`src/rtl/ccc_seq_pkg.sv`:
```
// rtl/ccc_seq_pkg.sv - shared state type, stage indices and helpers for the CCC lock sequencer
package ccc_seq_pkg;

  typedef enum logic [1:0] {
    WAIT_LOCK = 2'd0,
    FILTER    = 2'd1,
    RELEASE   = 2'd2,
    RUN       = 2'd3
  } seq_state_e;

  localparam int STG_BUS    = 0;
  localparam int STG_PERIPH = 1;
  localparam int STG_APP    = 2;

  function automatic logic [7:0] sat_inc8(input logic [7:0] v);
    return (v == 8'hFF) ? v : v + 8'd1;
  endfunction

endpackage

```
`src/rtl/ccc_lock_sequencer_if.sv`:
```
// rtl/ccc_lock_sequencer_if.sv - lock input and reset/status outputs of the sequencer
// Optional LOSS_CLR/LOSS_IRQ pair is present only with CCC_SEQ_LOSS_IRQ_EN defined.
interface ccc_lock_sequencer_if;
  logic       LOCK_IN;
  logic [2:0] RST_OUT;
  logic       READY;
  logic [7:0] LOSS_CNT;
  logic [1:0] STATE;
`ifdef CCC_SEQ_LOSS_IRQ_EN
  logic       LOSS_CLR;
  logic       LOSS_IRQ;
`endif

  modport master (
    input  LOCK_IN,
    output RST_OUT,
    output READY,
    output LOSS_CNT,
    output STATE
`ifdef CCC_SEQ_LOSS_IRQ_EN
    ,
    input  LOSS_CLR,
    output LOSS_IRQ
`endif
  );

  modport slave (
    output LOCK_IN,
    input  RST_OUT,
    input  READY,
    input  LOSS_CNT,
    input  STATE
`ifdef CCC_SEQ_LOSS_IRQ_EN
    ,
    output LOSS_CLR,
    input  LOSS_IRQ
`endif
  );
endinterface

```
`src/rtl/lock_sync.sv`:
```
// rtl/lock_sync.sv - two-flop synchronizer bringing the asynchronous CCC lock into PCLK
module lock_sync (
  input  logic PCLK,
  input  logic PRESET,
  input  logic i_async,
  output logic o_sync
);
  logic r_meta;
  logic r_sync;

  always_ff @(posedge PCLK) begin
    if (PRESET) begin
      r_meta <= 1'b0;
      r_sync <= 1'b0;
    end else begin
      r_meta <= i_async;
      r_sync <= r_meta;
    end
  end

  assign o_sync = r_sync;
endmodule

```
`src/rtl/ccc_lock_sequencer.sv`:
```
// rtl/ccc_lock_sequencer.sv - filters CCC lock, then releases staged resets bus->periph->app
// Loss interrupt (LOSS_CLR/LOSS_IRQ) is built only when CCC_SEQ_LOSS_IRQ_EN is defined.
module ccc_lock_sequencer
  import ccc_seq_pkg::*;
#(
  parameter int LOCK_FILTER = 256,
  parameter int STAGE_GAP   = 16
) (
  input  logic                  PCLK,
  input  logic                  PRESET,
  ccc_lock_sequencer_if.master  seq_if
);
  localparam int FW = $clog2(LOCK_FILTER);
  localparam int GW = $clog2(2 * STAGE_GAP);
  localparam logic [FW-1:0] FILT_LAST = FW'(LOCK_FILTER - 1);
  localparam logic [GW-1:0] GAP_MID   = GW'(STAGE_GAP);
  localparam logic [GW-1:0] GAP_LAST  = GW'(2 * STAGE_GAP - 1);

  seq_state_e    r_state, w_state_nxt;
  logic [FW-1:0] r_fcnt, w_fcnt_nxt;
  logic [GW-1:0] r_gcnt, w_gcnt_nxt;
  logic [2:0]    r_rst, w_rst_nxt;
  logic          r_ready, w_ready_nxt;
  logic [7:0]    r_loss, w_loss_nxt;
  logic          w_loss_evt;
  logic          w_lock_s;

  lock_sync u_lock_sync (
    .PCLK    (PCLK),
    .PRESET  (PRESET),
    .i_async (seq_if.LOCK_IN),
    .o_sync  (w_lock_s)
  );

  always_ff @(posedge PCLK) begin
    if (PRESET) begin
      r_state <= WAIT_LOCK;
      r_fcnt  <= '0;
      r_gcnt  <= '0;
      r_rst   <= 3'b111;
      r_ready <= 1'b0;
      r_loss  <= 8'd0;
    end else begin
      r_state <= w_state_nxt;
      r_fcnt  <= w_fcnt_nxt;
      r_gcnt  <= w_gcnt_nxt;
      r_rst   <= w_rst_nxt;
      r_ready <= w_ready_nxt;
      r_loss  <= w_loss_nxt;
    end
  end

  always_comb begin
    w_state_nxt = r_state;
    w_fcnt_nxt  = '0;
    w_gcnt_nxt  = '0;
    w_loss_evt  = 1'b0;
    case (r_state)
      WAIT_LOCK: if (w_lock_s) w_state_nxt = FILTER;
      FILTER: begin
        if (!w_lock_s)               w_state_nxt = WAIT_LOCK;
        else if (r_fcnt == FILT_LAST) w_state_nxt = RELEASE;
        else                          w_fcnt_nxt  = r_fcnt + FW'(1);
      end
      RELEASE: begin
        if (!w_lock_s) begin
          w_state_nxt = WAIT_LOCK;
          w_loss_evt  = 1'b1;
        end else if (r_gcnt == GAP_LAST) begin
          w_state_nxt = RUN;
        end else begin
          w_gcnt_nxt = r_gcnt + GW'(1);
        end
      end
      RUN: begin
        if (!w_lock_s) begin
          w_state_nxt = WAIT_LOCK;
          w_loss_evt  = 1'b1;
        end
      end
      default: w_state_nxt = WAIT_LOCK;
    endcase

    // Outputs are decoded from the next state so each register matches its state cycle.
    w_rst_nxt = 3'b111;
    case (w_state_nxt)
      RELEASE: begin
        w_rst_nxt[STG_BUS]    = 1'b0;
        w_rst_nxt[STG_PERIPH] = (w_gcnt_nxt < GAP_MID);
        w_rst_nxt[STG_APP]    = 1'b1;
      end
      RUN:     w_rst_nxt = 3'b000;
      default: w_rst_nxt = 3'b111;
    endcase
    w_ready_nxt = (w_state_nxt == RUN);
    w_loss_nxt  = w_loss_evt ? sat_inc8(r_loss) : r_loss;
  end

  assign seq_if.RST_OUT  = r_rst;
  assign seq_if.READY    = r_ready;
  assign seq_if.LOSS_CNT = r_loss;
  assign seq_if.STATE    = r_state;

`ifdef CCC_SEQ_LOSS_IRQ_EN
  logic r_irq;

  // A loss in the same cycle as a clear wins, so no event is ever dropped.
  always_ff @(posedge PCLK) begin
    if (PRESET)               r_irq <= 1'b0;
    else if (w_loss_evt)      r_irq <= 1'b1;
    else if (seq_if.LOSS_CLR) r_irq <= 1'b0;
  end

  assign seq_if.LOSS_IRQ = r_irq;
`endif
endmodule
```
`src/flat_wrapper.sv`:
```
// flat-port wrapper written by rule: the top's interface ports become plain ports
module ccc_lock_sequencer_flat import ccc_seq_pkg::*;
#(
  parameter int LOCK_FILTER = 256,
  parameter int STAGE_GAP   = 16
)
  (PCLK, PRESET, seq_if_LOCK_IN, seq_if_RST_OUT, seq_if_READY, seq_if_LOSS_CNT, seq_if_STATE);
  ccc_lock_sequencer_if seq_if_i ();
  input  logic PCLK;
  input  logic PRESET;
  input wire logic [$bits(seq_if_i.LOCK_IN)-1:0] seq_if_LOCK_IN;
  output wire logic [$bits(seq_if_i.RST_OUT)-1:0] seq_if_RST_OUT;
  output wire logic [$bits(seq_if_i.READY)-1:0] seq_if_READY;
  output wire logic [$bits(seq_if_i.LOSS_CNT)-1:0] seq_if_LOSS_CNT;
  output wire logic [$bits(seq_if_i.STATE)-1:0] seq_if_STATE;
  assign seq_if_i.LOCK_IN = seq_if_LOCK_IN;
  assign seq_if_RST_OUT = seq_if_i.RST_OUT;
  assign seq_if_READY = seq_if_i.READY;
  assign seq_if_LOSS_CNT = seq_if_i.LOSS_CNT;
  assign seq_if_STATE = seq_if_i.STATE;
  ccc_lock_sequencer #(.LOCK_FILTER(LOCK_FILTER), .STAGE_GAP(STAGE_GAP)) u_core (.PCLK(PCLK), .PRESET(PRESET), .seq_if(seq_if_i));
endmodule
```
`config.mk`:
```
export PLATFORM = sky130hd
export DESIGN_NAME = ccc_lock_sequencer_flat
export DESIGN_NICKNAME = d
export VERILOG_FILES = /design/src/rtl/ccc_seq_pkg.sv /design/src/rtl/ccc_lock_sequencer_if.sv /design/src/rtl/lock_sync.sv /design/src/rtl/ccc_lock_sequencer.sv /design/src/flat_wrapper.sv
export SDC_FILE = /design/constraint.sdc
export NUM_CORES = 1
export LEC_CHECK = 0
export ABC_AREA = 0
export ABC_CLOCK_PERIOD_IN_PS = 3400
export CAP_MARGIN = 10
export CORE_UTILIZATION = 55
export DETAILED_ROUTE_END_ITERATION = 7
export PLACE_DENSITY = 0.86
export SLEW_MARGIN = 10
export SYNTH_ARGS = -nofsm -noshare
export SYNTH_HDL_FRONTEND = slang
export SYNTH_SLANG_ARGS = --single-unit
export TNS_END_PERCENT = 1
```
`constraint.sdc`:
```
create_clock -name PCLK -period 3.4 [get_ports PCLK]
set_clock_uncertainty 0.05 [all_clocks]
set_input_delay 0.34 -clock PCLK [delete_from_list [all_inputs] [get_ports PCLK]]
set_output_delay 0.34 -clock PCLK [all_outputs]
set_load 0.02 [all_outputs]
```
* Yosys cells after proc, flatten, opt, wreduce, memory -nomap -nowiden
Cells that the tools add are included. W data, S select, Z words.
Word-level totals: bits in registers 29, latch bits 0, RAM bits 0, bits in read-only memories 0, input port bits 3, output and inout bits 14, logic and storage cells 40, memories 0
Operators by class: $add $sub $neg 3, multiply operators 0, divide/modulo/power cells 0, $lt $le $gt $ge 1, eq/ne operators 8, shifts and indexed selects 0, muxes and demuxes 13, bitwise gates (word level) 3, reductions and logical operators 4
Operator list (count):
- $add A8 B1 Y8 const B | 2
- $eq A8 B8 Y1 const B | 2
- $mux W5 | 3
- $mux W2 | 6
- $eq A2 B2 Y1 const B | 4
- $pmux W2 S4 | 1
- $pmux W3 S2 | 1
- $add A5 B1 Y5 const B | 1
- $eq A5 B5 Y1 const B | 1
- $lt A5 B5 Y1 const B | 1
- $reduce_or A4 Y1 | 1
- $not A1 Y1 | 3
- $eq A2 B1 Y1 const B | 1
- $logic_not A2 Y1 | 1
- $mux W1 | 2
- $reduce_and A2 Y1 | 1
- $reduce_or A2 Y1 | 1

* Longest topological paths before layout
Gate-level depths: netlist of the first run.
depth after elaboration 6, depth in mapped cells 8

* By module
From an unflattened synthesis of the first run, not the netlist that was laid out.
Second synthesis, totals: cell total of the unflattened synthesis 115, area, all modules 1149.9 um^2
By module, submodules not included:
- ccc_lock_sequencer | times used 1, cells each 111, area each 1097.3 um^2, sequential area each 540.5 um^2
- lock_sync | times used 1, cells each 4, area each 52.6 um^2, sequential area each 40.0 um^2

* Worst setup path after synthesis of the first run
No wires, ideal clock.
path kind register to register, from register u_core.r_gcnt[0], to register u_core.r_gcnt[2], arrival 1.486 ns, path slack 1.799 ns, stages on the path, launching flop included 6, buffers on the path 0, path through dfxtp_1 > ha_1 > and3_1 > ha_1 > or4b_1 > nor2_1
On the way: word-level cells in the longest chain between the ends 4, elaborated cells between the ends (all ways) 5
Ends and longest elaborated chain:
- start, declared | line ccc_lock_sequencer.sv:21 | logic [GW-1:0] r_gcnt, w_gcnt_nxt;
- start signal, assigned | line ccc_lock_sequencer.sv:46 | r_gcnt <= w_gcnt_nxt;
- $add A5 B1 Y5 or $eq A5 B5 Y1 (tied branches) | line ccc_lock_sequencer.sv:72, ccc_lock_sequencer.sv:69
- $mux W5 * | line ccc_lock_sequencer.sv:69 | end else if (r_gcnt == GAP_LAST) begin
- $mux W5 * | line ccc_lock_sequencer.sv:66 | if (!w_lock_s) begin
- $mux W5 * | line ccc_lock_sequencer.sv:58 | case (r_state)
Every way passes the cells marked *; elsewhere a longest branch is shown, timed or not. A chain may end at the register's enable or synchronous reset.

* Final worst setup path of the first run
from register u_core.r_state[1], in the netlist u_core.seq_if.STATE[1], to output seq_if_STATE[1]
RTL lines:
- start, declared | line ccc_lock_sequencer.sv:19 | seq_state_e r_state, w_state_nxt;
- start signal, assigned | line ccc_lock_sequencer.sv:44 | r_state <= w_state_nxt;
- end, declared | line flat_wrapper.sv:15 | output wire logic [$bits(seq_if_i.STATE)-1:0] seq_if_STATE;
No word-level cell between the ends.

==> impl_metrics.yaml, run 1 <==
clocking:
  htreeDepth: 2
  clock_tree.root_cell: "clkbuf_4"
  clock_latency_ns: 0.31
  cts_setup_buffers: 0
  cts_tree: "yes"
  clk_pin_slew_ns: 0.09
  cts_resized: 0
  hold_buffers: 0
  numCtsBuffers: 5
  clock-sinks: 29
  clockBufferDepth: 2
sta:
  fmaxAchievable_ghz: 0.547
  hold_ws_ns: 0.399
  worst_slew_pin_slew_ns: 0.395
  setup-violations-final: 0
  finalCriticalPeriod_ns: 1.83
  hold_viol_final: 0
  report.final.slew_viol_count: 0
  rsz0062_at_grt: "false"
  period_share: 0.537
  fin_setup_tns_ns: 0
  max_slew_margin: 0.736
route:
  drtIter0Drc: 6
  final_antenna_net_count: 0
  firstDrtPassIters: 4
  num_vias: 838
  wl_per_cell_um: 11.1
  drc: 0
  drt_wl_total_um: 1830
  routed_via_density: 5.08
setup_path:
  crit_fanout: 9
  crit_required_ns: 3.01
  cp-end-kind: "output pin"
  crit_path_start_kind: "flip-flop"
  critical_path.top_delay_family: "buffers and inverters"
  crit_type: "flip-flop to output pin"
  cp.arrival_ns: 1.44
  r2r_cells: 5
  cp_slowest_cell: "clkdlybuf4s50_1"
  cp_num_cells: 1
  crit_chain: "clkdlybuf4s50_1"
  slowest_delay_ns: 0.65
  cp_num_buf_inv: 1
synthesis:
  syn_area_um2: 1140
  synth_edf_count: 0
  synth_nets: 123
  syn_avg_cell_area_um2: 9.82
  synth-async-reset-ratio: 0
  synth_top_area_share: 0.510
  synth_common_cells: "dfxtp_1, nor2_1, nand2_1, xor2_1, xnor2_1"
  ys_types: 33
  ys.flop_type: "dfxtp_1"
  synth-seq-cells: 29
  netlist_instances: 116
  seq_area_frac_synth: 0.510
  synth_top_cell_by_area: "dfxtp_1"
  netlist_top_cells_area: "dfxtp_1, nor2_1, xor2_1, xnor2_1, ha_1"
  synth_warnings: 0
  synth.most_common_cell: "dfxtp_1"
min_path:
  hold_path_class: "flip-flop to flip-flop"
  worstHoldPathCells: 1
cells_and_area:
  nets: 145
  drive_gt1_frac: 0.0870
  n_antenna_cell: 0
  synthToLayoutAreaGrowth_pct: 21.5
grt:
  grt_start_max_net_pins: 13
  grtUsageTotal: 0.198
  grt_pass1_vias: 724
  grt.overflow.total: 0
  antenna_found_initial: 0
  grt_pass1_wl_um: 2880
power:
  vdd_ir_drop_max_mv: 0.275
  p_leak_nw: 0.510
  powerDensity_nw_per_um2: 399
floorplanning:
  die_w_um: 47.5
  floorplan.initialDensity: 0.580
  pin_count: 17
  fp.coreArea_um2: 1960
  rows: 16
  die_height_um: 47.5
  die-area_um2: 2260
placement:
  hpwl_um: 1350
  port_buffers: 16
  place_congestion: 0.694
status:
  status: "finished clean"
run:
  maxCapViolCount: 0
[final timing paths]
check / startpoint / end / slack (ns)
max: u_core.seq_if.STATE[1]$_SDFF_PP0_ / seq_if_STATE[1] / 1.57
min: u_core.r_gcnt[0]$_SDFF_PP0_ / u_core.r_gcnt[0]$_SDFF_PP0_ / 0.40
max reg2reg: u_core.r_gcnt[0]$_SDFF_PP0_ / u_core.r_gcnt[3]$_SDFF_PP0_ / 1.70
min reg2reg: u_core.r_gcnt[0]$_SDFF_PP0_ / u_core.r_gcnt[0]$_SDFF_PP0_ / 0.40
[stage by stage]
step	cells	total power, mW	utilization	setup slack, ns	cell area (um^2)
6_report	165	0.553	0.705	1.57	1380
5_1_grt	165	0.576	0.705	1.48	1380
4_1_cts	165	0.562	0.705	1.55	1380
3_5_place_dp	158	0.358	0.677	1.33	1330
3_3_place_gp	158	0.357	0.677	1.37	1330
2_1_floorplan	116	0.354	-	1.80	1140
[cell type report]
class / count / area, um^2
inverter: 3 / 11.3
clock buffer: 7 / 55.1
multi-input combinational: 83 / 543
fill: 165 / 578
sequential: 29 / 581
tap: 27 / 33.8
timing repair buffer: 16 / 160
[where the power goes]
part / internal (mW) / switching (mW) / total, mW
Clock: 0.0974 / 0.106 / 0.203
Sequential: 0.341 / 0.000856 / 0.342
Combinational: 0.00410 / 0.00383 / 0.00793
[registers in the layout, summed over array words and instances, names as in the netlist]
signal	count
u_core.seq_if.READY	1
u_core.seq_if.RST_OUT	3
u_core.u_lock_sync.r_meta	1
u_core.seq_if.STATE	2
u_core.r_gcnt	5
u_core.u_lock_sync.o_sync	1
u_core.seq_if.LOSS_CNT	8
u_core.r_fcnt	8
[layout by cell type (no fill, tap or decap), drive strengths merged]
master and instances:
a21oi 2, a221oi 1, and2 1, and2b 2
and3 2, and4b 1, and4bb 1, clkbuf 7
clkdlybuf4s50 16, dfxtp 29, ha 4, inv 3
mux2i 1, nand2 7, nand2b 1, nand3 5
nand3b 2, nand4 2, nor2 23, nor2b 3
nor3 2, o211ai 2, o21a 1, o21ai 4
or3 2, or4b 1, xnor2 6, xor2 7
[routing by layer]
layer	GRT usage	vias up	share of wire	wire length [um]
li1	-	433	-	-
met1	0.189	381	0.43	783
met2	0.329	18	0.49	903
met3	0.0906	6	0.048	87
met4	0.154	0	0.029	53
met5	0	-	0	0
[logic make-up (layout without fill, tap and decap cells)]
| logic type | Yosys count | in the layout | share of synthesized area |
|---|---|---|---|
| xor+xnor | 13 | 13 | 0.100 |
| mux | 1 | 1 | 0.00879 |
| compound gates | 10 | 10 | 0.0659 |
| fa+ha+maj | 4 | 4 | 0.0440 |
| buf+inv | 4 | 26 | 0.0132 |
| flops | 29 | 29 | 0.510 |
| simple gates | 55 | 55 | 0.258 |
(Power assumes the default switching activity.)
==> run 2, diff against run 1 <==
ABC_CLOCK_PERIOD_IN_PS = 1700   (was 3400)
CORE_UTILIZATION = 51   (was 55)
PLACE_DENSITY = 0.81   (was 0.86)
clock period = 1.7 ns   (was 3.4 ns; I/O delays follow)
==> run 2 against run 1 <==
Via count is 0.60% higher. Clock power is 130% higher. Critical endpoint is now u_core.r_gcnt[3]$_SDFF_PP0_. Critical path type is now flip-flop to flip-flop. Critical path depth is 4 higher. Global-route usage is 0.85 points lower. Final cell count is 1.2% higher.
==> impl_metrics.yaml, run 2 (synthesized netlist as in run 1, its figures left out) <==
status:
  status: "finished clean"
route:
  wl_per_cell_um: 11.5
  drtIter0Drc: 8
  final_antenna_net_count: 0
  drt_wl_total_um: 1930
  firstDrtPassIters: 4
  drc: 0
  routed_via_density: 5.05
  num_vias: 843
grt:
  grtUsageTotal: 0.189
  grt_pass1_vias: 802
  grt.overflow.total: 0
  grt_start_max_net_pins: 12
  grt_pass1_wl_um: 3340
  antenna_found_initial: 0
setup_path:
  ff2ff_setup_slack_ns: 0.07
  cp-end-kind: "flip-flop"
  r2r_cells: 5
  cp.arrival_ns: 1.85
  crit_fanout: 4
  crit_required_ns: 1.91
  crit_type: "flip-flop to flip-flop"
  cp_slowest_cell: "or4b_4"
  rr_endpoint: "u_core.r_gcnt[3]$_SDFF_PP0_"
  crit_start: "u_core.r_gcnt[0]$_SDFF_PP0_"
  crit_chain: "ha_2 -> and3_1 -> ha_1 -> or4b_4 -> nor2_1"
  crit_path_start_kind: "flip-flop"
  slowest_delay_ns: 0.51
  reg2reg_from: "u_core.r_gcnt[0]$_SDFF_PP0_"
power:
  vdd_ir_drop_max_mv: 0.630
  power_switching_uw: 245
  pwr-share-clk: 0.404
  powerDensity_nw_per_um2: 824
  swShare: 0.208
  p_int_uw: 931
  comb_power_share: 0.015
  p_leak_nw: 0.580
  pwr-share-seq: 0.581
sta:
  fmaxAchievable_ghz: 0.612
  finalCriticalPeriod_ns: 1.63
  max_slew_margin: 0.787
  hold_viol_final: 0
  worst_slew_pin_slew_ns: 0.318
  layout_setup_ws_ns: 0.0666
  setup-violations-final: 0
  rsz0062_at_grt: "true"
  report.final.slew_viol_count: 0
  period_share: 0.961
floorplanning:
  pin_count: 17
  die_w_um: 49.3
  fp.coreArea_um2: 2020
  rows: 16
  die_height_um: 49.3
  die-area_um2: 2430
  floorplan.initialDensity: 0.563
clocking:
  clk_pin_slew_ns: 0.09
  clock-sinks: 29
  hold_buffers: 0
  clock_tree.root_cell: "clkbuf_4"
  clockBufferDepth: 2
  clock_latency_ns: 0.32
  htreeDepth: 2
  numCtsBuffers: 5
  cts_tree: "yes"
cells_and_area:
  synthToLayoutAreaGrowth_pct: 25.3
  final_cell_mix: "dfxtp_1, nor2_1, clkdlybuf4s50_1"
  final_core_util: 0.705
  n_antenna_cell: 0
  fillers: 161
  drive_gt1_frac: 0.136
  nets: 146
  layout.cells.most_common: "dfxtp_1"
placement:
  port_buffers: 16
  hpwl_um: 1350
  place_congestion: 0.772
  post-place-ws_ns: 0.0155
min_path:
  whs_endpoint: "u_core.u_lock_sync.r_meta$_SDFF_PP0_"
  worstHoldPathCells: 2
  hold_path_class: "input port to flip-flop"
  worstHoldStart: "seq_if_LOCK_IN"
run:
  maxCapViolCount: 0
==> run 2: per-stage QoR <==
| stage | cell area (um^2) | cells | power [mW] | TNS, ns | hold WS, ns |
|---|---|---|---|---|---|
| 3_5_place_dp | 1340 | 159 | 0.717 | 0 | 0.382 |
| 6_report | 1430 | 167 | 1.18 | 0 | 0.354 |
| 2_1_floorplan | 1140 | 116 | 0.707 | 0 | 0.248 |
| 3_3_place_gp | 1340 | 159 | 0.716 | 0 | 0.368 |
| 5_1_grt | 1430 | 167 | 1.22 | -0.00419 | 0.353 |
| 4_1_cts | 1410 | 167 | 1.19 | 0 | 0.340 |
==> run 2: worst max-delay path by stage <==
stage	end	cells after the start
2_1_floorplan	u_core.r_gcnt[2]$_SDFF_PP0_	5
3_3_place_gp	u_core.r_gcnt[2]$_SDFF_PP0_	5
3_5_place_dp	u_core.r_gcnt[2]$_SDFF_PP0_	5
4_1_cts	seq_if_STATE[1]	1
5_1_grt	u_core.r_gcnt[1]$_SDFF_PP0_	5
6_report	u_core.r_gcnt[3]$_SDFF_PP0_	5
==> run 2: layout make-up <==
cell class	count	area, um^2	share of cell area
clock inverters	1	5.00	0.00351
repair buffers	17	175	0.123
inverters	3	11.3	0.00789
clock buffers	7	65.1	0.0456
well taps	27	33.8	0.0237
flip-flops and latches	29	582	0.408
multi-input cells	83	554	0.389
==> run 2: critical path: cells and delay by family, from the launching register on <==
kind | cells | cell delay [ns]
adder cells (fa/ha/maj) | 2 | 0.38
AND/OR/NAND/NOR | 3 | 0.81
flip-flops | 1 | 0.34
==> run 2: per-layer routing <==
metal / GRT usage / wire (um) / vias up
met5: 0 / 0 / -
met4: 0.118 / 26 / 0
met3: 0.0935 / 72 / 2
met2: 0.304 / 916 / 11
met1: 0.196 / 911 / 392
li1: - / - / 438
==> run 2: power by group through the flow <==
stage	Sequential, mW	Clock, mW	Combinational (mW)
after CTS	0.683	0.491	0.0178
after global routing	0.684	0.521	0.0197
after detailed placement	0.699	0	0.0178
final	0.683	0.474	0.0178
after floorplan	0.699	0	0.00781
after global placement	0.699	0	0.0173
==> run 2: repair_timing <==
| action | 4_1_cts | 5_1_grt |
|---|---|---|
| setup endpoints to repair | 1 | 8 |
| gates resized for setup | 1 | 6 |
| buffers inserted | 0 | 0 |
| cloned | 0 | 0 |
